`src/rtl/piano_pkg.sv`:
```
// Shared encodings for the piano mode controller: mode one-hot codes,
// arbiter state and the rest note code.
package piano_pkg;

    localparam logic [2:0] MODE_FREE  = 3'b100;
    localparam logic [2:0] MODE_AUTO  = 3'b010;
    localparam logic [2:0] MODE_LEARN = 3'b001;
    localparam logic [2:0] MODE_NONE  = 3'b000;

    localparam int NOTE_REST = 0;

    typedef enum logic [1:0] {
        IDLE = 2'd0,
        MUTE = 2'd1,
        RUN  = 2'd2
    } state_t;

    function automatic logic is_valid_mode(input logic [2:0] m);
        return (m == MODE_FREE) || (m == MODE_AUTO) || (m == MODE_LEARN);
    endfunction

endpackage

```
`src/rtl/mode_arbiter_key_priority_enc.sv`:
```
// Lowest-index key encoder: note = index of lowest pressed key + 1, or 0 when
// no key is pressed. Purely combinational.
module key_priority_enc #(
    parameter int KEY_W  = 7,
    parameter int NOTE_W = 4
) (
    input  logic [KEY_W-1:0]  keys,
    output logic [NOTE_W-1:0] note
);

    // seen[i] = any key below index i pressed; code[i] = result over keys[i-1:0]
    logic [KEY_W:0]      seen;
    logic [NOTE_W-1:0]   code [0:KEY_W];

    assign seen[0] = 1'b0;
    assign code[0] = '0;

    generate
        for (genvar gi = 0; gi < KEY_W; gi++) begin : g_chain
            assign seen[gi+1] = seen[gi] | keys[gi];
            assign code[gi+1] = code[gi] |
                                ((keys[gi] & ~seen[gi]) ? NOTE_W'(gi + 1) : '0);
        end
    endgenerate

    assign note = code[KEY_W];

endmodule

```
`src/rtl/mode_arbiter.sv`:
```
// Piano mode arbiter: filters the mode switches, inserts a muted gap on each
// accepted change, then routes the selected source to the tone/LED outputs.
module mode_arbiter
    import piano_pkg::*;
#(
    parameter int KEY_W         = 7,
    parameter int NOTE_W        = 4,
    parameter int OCT_W         = 2,
    parameter int STABLE_CYCLES = 4,
    parameter int MUTE_CYCLES   = 8
) (
    input  logic              clk,
    input  logic              reset,
    input  logic [KEY_W-1:0]  keys,
    input  logic [2:0]        mode,
    input  logic [OCT_W-1:0]  octave_free,
    input  logic [NOTE_W-1:0] note_auto,
    input  logic [KEY_W-1:0]  led_auto,
    input  logic [OCT_W-1:0]  octave_auto,
    input  logic [NOTE_W-1:0] note_learn,
    input  logic [KEY_W-1:0]  led_learn,
    output logic [NOTE_W-1:0] note_out,
    output logic [KEY_W-1:0]  led_out,
    output logic [OCT_W-1:0]  octave_out,
    output logic [2:0]        active_mode,
    output logic              auto_start,
    output logic              learn_start,
    output logic              muted
);

    localparam int SC_W = (STABLE_CYCLES > 1) ? $clog2(STABLE_CYCLES) : 1;
    localparam int MC_W = (MUTE_CYCLES > 1) ? $clog2(MUTE_CYCLES) : 1;
    localparam logic [SC_W-1:0] SC_MAX = SC_W'(STABLE_CYCLES - 1);
    localparam logic [MC_W-1:0] MC_MAX = MC_W'(MUTE_CYCLES - 1);

    state_t              state_q, state_d;
    logic [2:0]          candidate_q, candidate_d;
    logic [SC_W-1:0]     stable_cnt_q, stable_cnt_d;
    logic [MC_W-1:0]     mute_cnt_q, mute_cnt_d;
    logic [2:0]          active_mode_q, active_mode_d;
    logic [NOTE_W-1:0]   note_q, note_d;
    logic [KEY_W-1:0]    led_q, led_d;
    logic [OCT_W-1:0]    octave_q, octave_d;
    logic                auto_start_q, auto_start_d;
    logic                learn_start_q, learn_start_d;

    logic [NOTE_W-1:0]   free_note;
    logic [NOTE_W-1:0]   src_note;
    logic [KEY_W-1:0]    src_led;
    logic [OCT_W-1:0]    src_octave;
    logic                accept;

    key_priority_enc #(
        .KEY_W  (KEY_W),
        .NOTE_W (NOTE_W)
    ) u_key_enc (
        .keys (keys),
        .note (free_note)
    );

    always_comb begin
        src_note   = '0;
        src_led    = '0;
        src_octave = '0;
        case (active_mode_q)
            MODE_FREE: begin
                src_note   = free_note;
                src_led    = keys;
                src_octave = octave_free;
            end
            MODE_AUTO: begin
                src_note   = note_auto;
                src_led    = led_auto;
                src_octave = octave_auto;
            end
            MODE_LEARN: begin
                src_note   = note_learn;
                src_led    = led_learn;
                src_octave = '0;
            end
            default: ;
        endcase
    end

    always_comb begin
        state_d       = state_q;
        candidate_d   = candidate_q;
        stable_cnt_d  = stable_cnt_q;
        mute_cnt_d    = mute_cnt_q;
        active_mode_d = active_mode_q;
        note_d        = note_q;
        led_d         = led_q;
        octave_d      = octave_q;
        auto_start_d  = 1'b0;
        learn_start_d = 1'b0;

        if (mode != candidate_q) begin
            candidate_d  = mode;
            stable_cnt_d = '0;
        end else if (stable_cnt_q != SC_MAX) begin
            stable_cnt_d = stable_cnt_q + 1'b1;
        end
        // Judged on the post-edge count so a held mode lands on its Nth sample.
        accept = (stable_cnt_d == SC_MAX) && (candidate_d != active_mode_q);

        case (state_q)
            IDLE: begin
                note_d   = '0;
                led_d    = '0;
                octave_d = '0;
            end
            MUTE: begin
                if (mute_cnt_q == MC_MAX) begin
                    state_d       = RUN;
                    note_d        = src_note;
                    led_d         = src_led;
                    octave_d      = src_octave;
                    auto_start_d  = (active_mode_q == MODE_AUTO);
                    learn_start_d = (active_mode_q == MODE_LEARN);
                end else begin
                    mute_cnt_d = mute_cnt_q + 1'b1;
                end
            end
            RUN: begin
                note_d   = src_note;
                led_d    = src_led;
                octave_d = src_octave;
            end
            default: state_d = IDLE;
        endcase

        if (accept) begin
            auto_start_d  = 1'b0;
            learn_start_d = 1'b0;
            mute_cnt_d    = '0;
            note_d        = NOTE_W'(NOTE_REST);
            led_d         = '0;
            if (is_valid_mode(candidate_d)) begin
                state_d       = MUTE;
                active_mode_d = candidate_d;
                octave_d      = octave_q;
            end else begin
                state_d       = IDLE;
                active_mode_d = MODE_NONE;
                octave_d      = '0;
            end
        end
    end

    always_ff @(posedge clk) begin
        if (reset) begin
            state_q       <= IDLE;
            candidate_q   <= MODE_NONE;
            stable_cnt_q  <= '0;
            mute_cnt_q    <= '0;
            active_mode_q <= MODE_NONE;
            note_q        <= '0;
            led_q         <= '0;
            octave_q      <= '0;
            auto_start_q  <= 1'b0;
            learn_start_q <= 1'b0;
        end else begin
            state_q       <= state_d;
            candidate_q   <= candidate_d;
            stable_cnt_q  <= stable_cnt_d;
            mute_cnt_q    <= mute_cnt_d;
            active_mode_q <= active_mode_d;
            note_q        <= note_d;
            led_q         <= led_d;
            octave_q      <= octave_d;
            auto_start_q  <= auto_start_d;
            learn_start_q <= learn_start_d;
        end
    end

    assign note_out    = note_q;
    assign led_out     = led_q;
    assign octave_out  = octave_q;
    assign active_mode = active_mode_q;
    assign auto_start  = auto_start_q;
    assign learn_start = learn_start_q;
    assign muted       = (state_q == MUTE);

endmodule

```
`config.mk`:
```
export PLATFORM = sky130hd
export DESIGN_NAME = mode_arbiter
export DESIGN_NICKNAME = d
export VERILOG_FILES = /design/src/rtl/piano_pkg.sv /design/src/rtl/mode_arbiter_key_priority_enc.sv /design/src/rtl/mode_arbiter.sv
export SDC_FILE = /design/constraint.sdc
export NUM_CORES = 1
export LEC_CHECK = 0
export ABC_AREA = 1
export BUFFER_PORTS_ARGS = -buffer_cell sky130_fd_sc_hd__clkbuf_2
export CAP_MARGIN = 15
export CORE_MARGIN = 3
export CORE_UTILIZATION = 35
export DETAILED_ROUTE_END_ITERATION = 7
export PLACE_DENSITY_LB_ADDON = 0.15
export SETUP_SLACK_MARGIN = 0.4
export SLEW_MARGIN = 25
export SYNTH_ARGS = -nofsm -noshare
export SYNTH_HDL_FRONTEND = slang
export SYNTH_HIERARCHICAL = 1
export SYNTH_SLANG_ARGS = --single-unit
```
`constraint.sdc`:
```
create_clock -name clk -period 2.3 [get_ports clk]
set_clock_uncertainty 0.2 [all_clocks]
set_input_delay 0.23 -clock clk [delete_from_list [all_inputs] [get_ports clk]]
set_output_delay 0.23 -clock clk [all_outputs]
set_load 0.005 [all_outputs]
```
After elaboration in Yosys (flattened, before gate mapping)
Cells that the tools add are included.
Storage, ports and cells
  flip-flop bits (word level): 28
  input port bits: 38
  output and inout bits: 19
  word-level logic and storage cells: 93
Cells by class
  add/subtract/negate cells: 2
  equality and inequality tests: 17
  muxes and demuxes: 26
  bitwise gates (word level): 25
  reductions and logical operators: 13
Operators with widths (count)
  $pmux W7 S3: 2
  $pmux W4 S3: 2
  $or A4 B4 Y4: 5
  $mux W2: 9
  $mux W3: 6
  $eq A3 B3 Y1 const B: 3
  $not A1 Y1: 8
  $pmux W2 S2: 2
  $mux W7: 1
  $and A1 B1 Y1: 6
  $eq A3 B1 Y1 const B: 2
  $eq A3 B2 Y1 const B: 2
  $ne A3 B3 Y1: 2
  $pmux W2 S3: 1
  $reduce_and A2 Y1: 3
  $or A1 B1 Y1: 5
  $eq A2 B2 Y1 const B: 2
  $mux W4: 1
  $ne A2 B1 Y1 const B: 2
  $ne A2 B2 Y1 const B: 2
  $or A4 B3 Y4: 1
  $reduce_bool A4 Y1: 1
  $reduce_or A2 Y1: 2
  $reduce_or A4 Y1: 1
  other kinds (10): 12

Depth between registers and ports, before layout
Gate-level depths: netlist of the first run.
  depth after elaboration: 12
  gate-level depth with buffers: 10

Modules after synthesis
Netlist of the first run, hierarchy kept.
Modules (own cells, without submodules)
  mode_arbiter: instances 1, cells each 209, area an instance 1493.9 um2, sequential area each 560.5 um2
  key_priority_enc: instances 1, cells each 27, area an instance 122.6 um2, sequential area each 0.0 um2

Worst setup path before layout of the first run
Ideal clock, no wire load.
  kind: register -> register
  from: register mute_cnt_q[0]
  to: register led_q[2], in the netlist led_out[2]
  setup time: 117 ps
  arrival: 1485 ps
  required time: 1983 ps
  setup slack: 498 ps
  cell stages (with the launch flop): 10
  path buffers: 1
  cell sequence: dfxtp_1 -> ha_1 -> ha_1 -> nor2_1 -> nor2_1 -> nand3_1 -> inv_2 -> buf_6 -> a22oi_1 -> nor2_1
On the way
  cells in the longest elaborated chain, start to end: 3
RTL lines
  start: declaration: RTL line mode_arbiter.sv:39  | logic [MC_W-1:0] mute_cnt_q, mute_cnt_d;
  start signal: assignment: RTL line mode_arbiter.sv:166  | mute_cnt_q <= mute_cnt_d;
  $eq A3 B3 Y1: RTL line mode_arbiter.sv:113  | if (mute_cnt_q == MC_MAX) begin
  $ne A2 B1 Y1 (no source line)
  $reduce_and A2 Y1 (no source line)
  end signal: assignment: RTL line mode_arbiter.sv:169  | led_q <= led_d;
  end: declaration: RTL line mode_arbiter.sv:42  | logic [KEY_W-1:0] led_q, led_d;
Every way passes these cells.
A chain may end at the register's enable or synchronous reset.

Worst setup path after layout of the first run
  from: register state_q[0]
  to: register octave_q[1], in the netlist octave_out[1]
On the way
  cells in the longest elaborated chain, start to end: 3
  elaborated cells between the ends (all ways): 8
  classes of those cells: eq/ne (3); mux (2); reduce/logical (3)
RTL lines
  start: declaration: RTL line mode_arbiter.sv:36  | state_t state_q, state_d;
  start signal: assignment: RTL line mode_arbiter.sv:163  | state_q <= state_d;
  $eq A2 B1 Y1, or another cell as far along: RTL line mode_arbiter.sv:106  | case (state_q)
  $ne A3 B1 Y1 (no source line), or another cell as far along
  $reduce_and A3 Y1 (no source line) or $mux W2 (tied branches)
  end signal: assignment: RTL line mode_arbiter.sv:170  | octave_q <= octave_d;
  end: declaration: RTL line mode_arbiter.sv:43  | logic [OCT_W-1:0] octave_q, octave_d;
Several ways; a longest one is shown, not always the timed one.

==> flow_summary.ini, run 1 <==
[power_and_ir_drop]
intPower_w = 0.000679
powerDensity_nw_per_um2 = 441
power_frac_clock_pct = 34.4
p_sw_w = 0.000199
total_leakage_power_nw = 0.942
worst_ir_drop_vdd_mv = 0.314
combPwrFrac_pct = 9.9
seqPwrFrac_pct = 55.7
switching_share_pct = 22.7

[floorplanning]
ioPinCount = 57
die_h_microns = 74.0
dieArea_sq_um = 5470
dieWidth_microns = 74.0
start_util_pct = 36.6
core_sq_um = 4410
rows = 24

[final_layout]
diodes = 0
nets = 335
drive_gt1_share_pct = 29.3
area_growth_pct = 23.1
multiInputGateArea_sq_um = 897
fillCellCount = 461
seq_area_sq_um = 561

[global_routing]
grt_pass1_wl_microns = 6760
grt_start_max_net_pins = 18
busiest_layer = met2
grt_pass1_vias = 1489
met2_usage_pct = 23.6
met1_usage_pct = 22.4
track_usage_pct = 15.7
overflow = 0
use_met3_pct = 3.11
antenna_found_initial = 0

[drt]
drtIter0Drc = 97
vias = 1601
vias_per_cell = 4.68
drc = 0
wl_microns = 4010
wl_per_cell_microns = 11.7
drtPass1Iterations = 4
final_antenna_net_count = 0

[cts]
htreeDepth = 1
cts_buffers = 3
root_buffer = clkbuf_8
clk_latency_ns = 0.27
clock_sinks = 28
cts.path.max_buffers = 2
post-cts-setup-buffers = 0
clk_pin_slew_ns = 0.09
cts_tree = yes

[sta]
setup_ws_ns = 0.524
clock.fmax_ghz = 0.563
fin_tns_setup_ns = 0
drv_slew = 0
finalHoldViolations = 0
fin_crit_sh_pct = 77.2
min_period_ns = 1.78
rsz0062_at_grt = true
setup_viol = 0

[synth]
ys_seq_area_share_pct = 34.7
synth-simple-area-share_pct = 36.5
muxShareOfSynthArea_pct = 0
synth_top_family_by_area = simple AND/OR/NAND/NOR gates
synth_compound_area_share_pct = 11.0
syn_area_sq_um = 1620
synth_area_per_cell_sq_um = 6.85
syn-num-nets = 280
synthDistinctLibCells = 28
synth_seq_cells = 28
synth-xor-area-share_pct = 2.71
synth_warnings = 6
synthCells = 236
synth-adder-area-share_pct = 4.64

[hold_path]
min-delay-path-class = in2reg

[setup_path]
crit_path_top_delay_cell = dfxtp_1
critPathKind = reg2reg
crit_chain = inv_1 -> ha_1 -> or2_2 -> o21ai_0 -> nand2_1 -> a21oi_1 -> nor2_1
crit_path_end_kind = flip-flop
crit_required_ns = 2.27
crit_buf_inv = 1
worst_path_largest_cell_delay_ns = 0.39
worst-path-max-fanout = 4
arrival_ns = 1.75
critPathLaunchType = flip-flop
critPathTopFamily = simple AND/OR/NAND/NOR gates

[placed_design]
dpl.hpwl_microns = 3220
place.gp.congestion = 0.773
port_buffers = 56
place_ws_ns = 0.332

[run_status]
status = complete, no violations

[job]
cap_violations = 0
[cell usage in the layout, fill, tap and decap left out, drive strengths merged]
cell type,count
o21ai,6
or2,1
xnor2,5
buf,2
nor2,33
a211oi,1
o31ai,1
a21oi,9
a22oi,11
conb,1
clkbuf,60
nor3,3
nand3,24
ha,6
nand2,70
inv,28
clkinvlp,1
dfxtp,28
[through the flow]
| stage | instances | area (sq um) | utilization (%) | hold slack, ns | total power, W |
|---|---|---|---|---|---|
| after floorplan | 236 | 1620 | - | 0.155 | 0.000546 |
| after global placement | 338 | 1920 | 43.5 | 0.230 | 0.000588 |
| after detailed placement | 338 | 1920 | 43.5 | 0.229 | 0.000589 |
| after CTS | 342 | 1980 | 44.8 | 0.0241 | 0.000893 |
| after global routing | 342 | 1990 | 45.1 | 0.0563 | 0.000927 |
| final | 342 | 1990 | 45.1 | 0.0338 | 0.000878 |
[cells in the mapped netlist]
library cell,instances,share of area [%]
a211oi_1,1,0.46
buf_4,1,0.46
nor3_2,1,0.62
dfxtp_1,28,35
nor3_4,1,1.0
nand3_1,22,6.8
inv_2,7,1.6
a22oi_1,10,4.6
o31ai_1,1,0.46
buf_6,2,1.4
inv_1,21,4.9
nor2_4,3,2.1
a21oi_1,9,2.8
o21ai_0,6,1.9
or2_2,1,0.39
a22oi_2,1,0.77
xnor2_1,5,2.7
inv_4,1,0.39
nor2_1,29,6.7
conb_1,1,0.23
nor3_1,1,0.31
nand2_2,1,0.39
ha_1,6,4.6
nand2_4,1,0.70
buf_2,5,1.5
nand3_2,2,1.2
nor2_2,1,0.39
nand2_1,68,16
[timing repair]
| item | in CTS | in global routing |
|---|---|---|
| hold buffers | 0 | 0 |
| gates resized for setup | 1 | 4 |
| endpoints found under the setup margin | 13 | 13 |
| hold endpoints to repair | 0 | 0 |
| pin swaps | 0 | 0 |
[sequential cells by signal (all words and copies together) (netlist names)]
register      flops
stable_cnt_q      2
learn_start       1
mute_cnt_q        3
octave_out        2
auto_start        1
candidate_q       3
active_mode       3
led_out           7
state_q           2
note_out          4
[worst min-delay path, stage by stage]
cell and delay [ns]:
clkbuf_2 0.13, inv_1 0.08, nor2_1 0.04
[routing by layer]
layer | vias to the layer above | wire length [microns]
met4 | 0 | 54
met1 | 695 | 1940
met2 | 43 | 1770
met3 | 5 | 248
li1 | 858 | -
met5 | - | 0
[kinds of logic after synthesis]
group                    count (synthesis)
flip-flops                              28
buffers and inverters                   37
other                                    1
AO/OA/AOI/OAI                           28
AND/OR/NAND/NOR                        131
adder cells (fa/ha/maj)                  6
XOR/XNOR                                 5
[final cells by class]
type | instances | share of cell area, %
Multi-Input combinational cell | 171 | 45.1
Sequential cell | 28 | 28.2
Tap cell | 52 | 3.27
Clock buffer | 4 | 2.77
Inverter | 29 | 5.91
Timing Repair Buffer | 58 | 14.8
[power groups by stage]
stage / Sequential (W) / Clock (W) / Combinational, W
detailed placement: 0.000501 / 0 / 0.0000876
finish: 0.000490 / 0.000302 / 0.0000870
global placement: 0.000501 / 0 / 0.0000870
floorplan: 0.000501 / 0 / 0.0000450
CTS: 0.000490 / 0.000315 / 0.0000882
global route: 0.000490 / 0.000338 / 0.0000996
[final timing paths]
check | from | end | slack (ns) | depth (start not counted)
worst max-delay path | state_q[0] | octave_out[1] | 0.52 | 7
worst min-delay path | mode[0] | candidate_q[0] | 0.03 | 3
worst max register to register | state_q[0] | octave_out[1] | 0.52 | 7
worst min register to register | stable_cnt_q[0] | stable_cnt_q[0] | 0.24 | 1
(Power assumes the default switching activity.)
==> inputs of run 2 (changes only) <==
==> constraint.sdc (replaced) <==
create_clock -name clk -period 1.65 [get_ports clk]
set_clock_uncertainty 0.2 [all_clocks]
set_input_delay 0.165 -clock clk [delete_from_list [all_inputs] [get_ports clk]]
set_output_delay 0.165 -clock clk [all_outputs]
set_load 0.005 [all_outputs]
==> flow_summary.ini, run 2 (synthesized netlist as in run 1, its figures left out) <==
[cts]
cts.path.max_buffers = 2
htreeDepth = 1
clock_sinks = 28
cts_tree = yes
cts_buffers = 3
clk_latency_ns = 0.28
root_buffer = clkbuf_8
clk_pin_slew_ns = 0.10

[placed_design]
place_ws_ns = -0.0596
place.gp.congestion = 0.770
dpl.hpwl_microns = 3300
place_inst = 341
port_buffers = 56

[final_layout]
most-common-layout-cells = 66 x nand2_1, 55 x clkbuf_2, 27 x nor2_1, 21 x dfxtp_1, 19 x nand3_1
fillCellCount = 438
multiInputGateArea_sq_um = 1070
mostFrequentLayoutCell = nand2_1
nets = 348
final_cells = 355
largest_register_ffs = 7
diodes = 0
seq_area_sq_um = 579
drive_gt1_share_pct = 44.9
area_growth_pct = 43.9

[power_and_ir_drop]
powerDensity_nw_per_um2 = 563
p_total_w = 0.00131
worst_ir_drop_vdd_mv = 0.376
total_leakage_power_nw = 1.05

[setup_path]
arrival_ns = 1.58
crit_path_end_kind = flip-flop
critPathKind = reg2reg
crit_required_ns = 1.63
critPathLaunchType = flip-flop
worst-path-max-fanout = 11

[drt]
drtIter0Drc = 76
drtPass1Iterations = 4
vias_per_cell = 4.70
final_antenna_net_count = 0
drc = 0
vias = 1667
wl_microns = 4220
wl_per_cell_microns = 11.9

[global_routing]
grt_pass1_vias = 1570
antenna_found_initial = 0
grt_start_max_net_pins = 17
overflow = 0
track_usage_pct = 16.6
grt_pass1_wl_microns = 7220

[sta]
min_period_ns = 1.60
setup_ws_ns = 0.0542
finalHoldViolations = 0
clock.fmax_ghz = 0.627
fin_tns_setup_ns = 0
fin_crit_sh_pct = 96.7
setup_viol = 0
rsz0062_at_grt = true
whs_ns = 0.0188
drv_slew = 0

[floorplanning]
dieWidth_microns = 74.0
core_sq_um = 4410
ioPinCount = 57
rows = 24
die_h_microns = 74.0
start_util_pct = 36.6
dieArea_sq_um = 5470

[run_status]
status = complete, no violations

[job]
cap_violations = 0

[hold_path]
min-delay-path-class = in2reg
-- run 2: cell types whose count changed in the layout (fill, tap and decap cells not counted), sizes merged --
cell / change
buf: +9
dlygate4sd3: +4
clkbuf: -1
inv: +1
-- run 2: worst paths after layout --
path | end | start | depth (start not counted) | slack [ns]
setup / recovery | led_out[3] | mute_cnt_q[1] | 8 | 0.05
hold / removal | candidate_q[1] | mode[1] | 3 | 0.02
setup reg to reg | led_out[3] | mute_cnt_q[1] | 8 | 0.05
hold reg to reg | stable_cnt_q[0] | stable_cnt_q[0] | 1 | 0.24
-- run 2: metal layers --
metal	part of all wire [%]	up-vias	global-route usage, %
li1	-	886	-
met1	48	733	24.1
met2	46	46	26.5
met3	6.4	2	3.24
met4	0.45	0	1.81
met5	0	-	0
-- run 2: critical path, stage by stage (launching register included) --
cell	delay [ns]
dfxtp_2	0.36
ha_4	0.14
ha_4	0.14
nor2_4	0.05
nor2_4	0.11
clkinvlp_4	0.11
buf_12	0.15
a22oi_2	0.17
nor2_1	0.05
-- run 2: layout make-up --
| type | count | area share [%] |
|---|---|---|
| repair buffers | 70 | 18.0 |
| inverters | 29 | 5.27 |
| flip-flops and latches | 28 | 24.9 |
| well taps | 52 | 2.80 |
| clock buffers | 4 | 2.85 |
| multi-input cells | 171 | 45.9 |
| repair inverters | 1 | 0.269 |
-- run 2: where the power goes --
group | leakage, nW | switching, W | internal [W]
sequential | 0.231 | 0.00000284 | 0.000674
clock | 0.0339 | 0.000228 | 0.000264
combinational | 0.786 | 0.0000756 | 0.0000636
total | 1.05 | 0.000307 | 0.00100
-- run 2: through the flow --
step / instance area, sq um / util (%)
global route: 2330 / 52.7
CTS: 2270 / 51.4
floorplan: 1770 / -
detailed placement: 2090 / 47.4
finish: 2330 / 52.7
global placement: 2090 / 47.4
-- run 2: timing repair --
item | CTS | global route
hold endpoints to repair | 2 | 0
gates cloned | 1 | 0
hold buffers | 4 | 0
resized for setup | 11 | 12
buffers inserted | 3 | 2
setup endpoints to repair | 24 | 24
pin swaps | 7 | 4
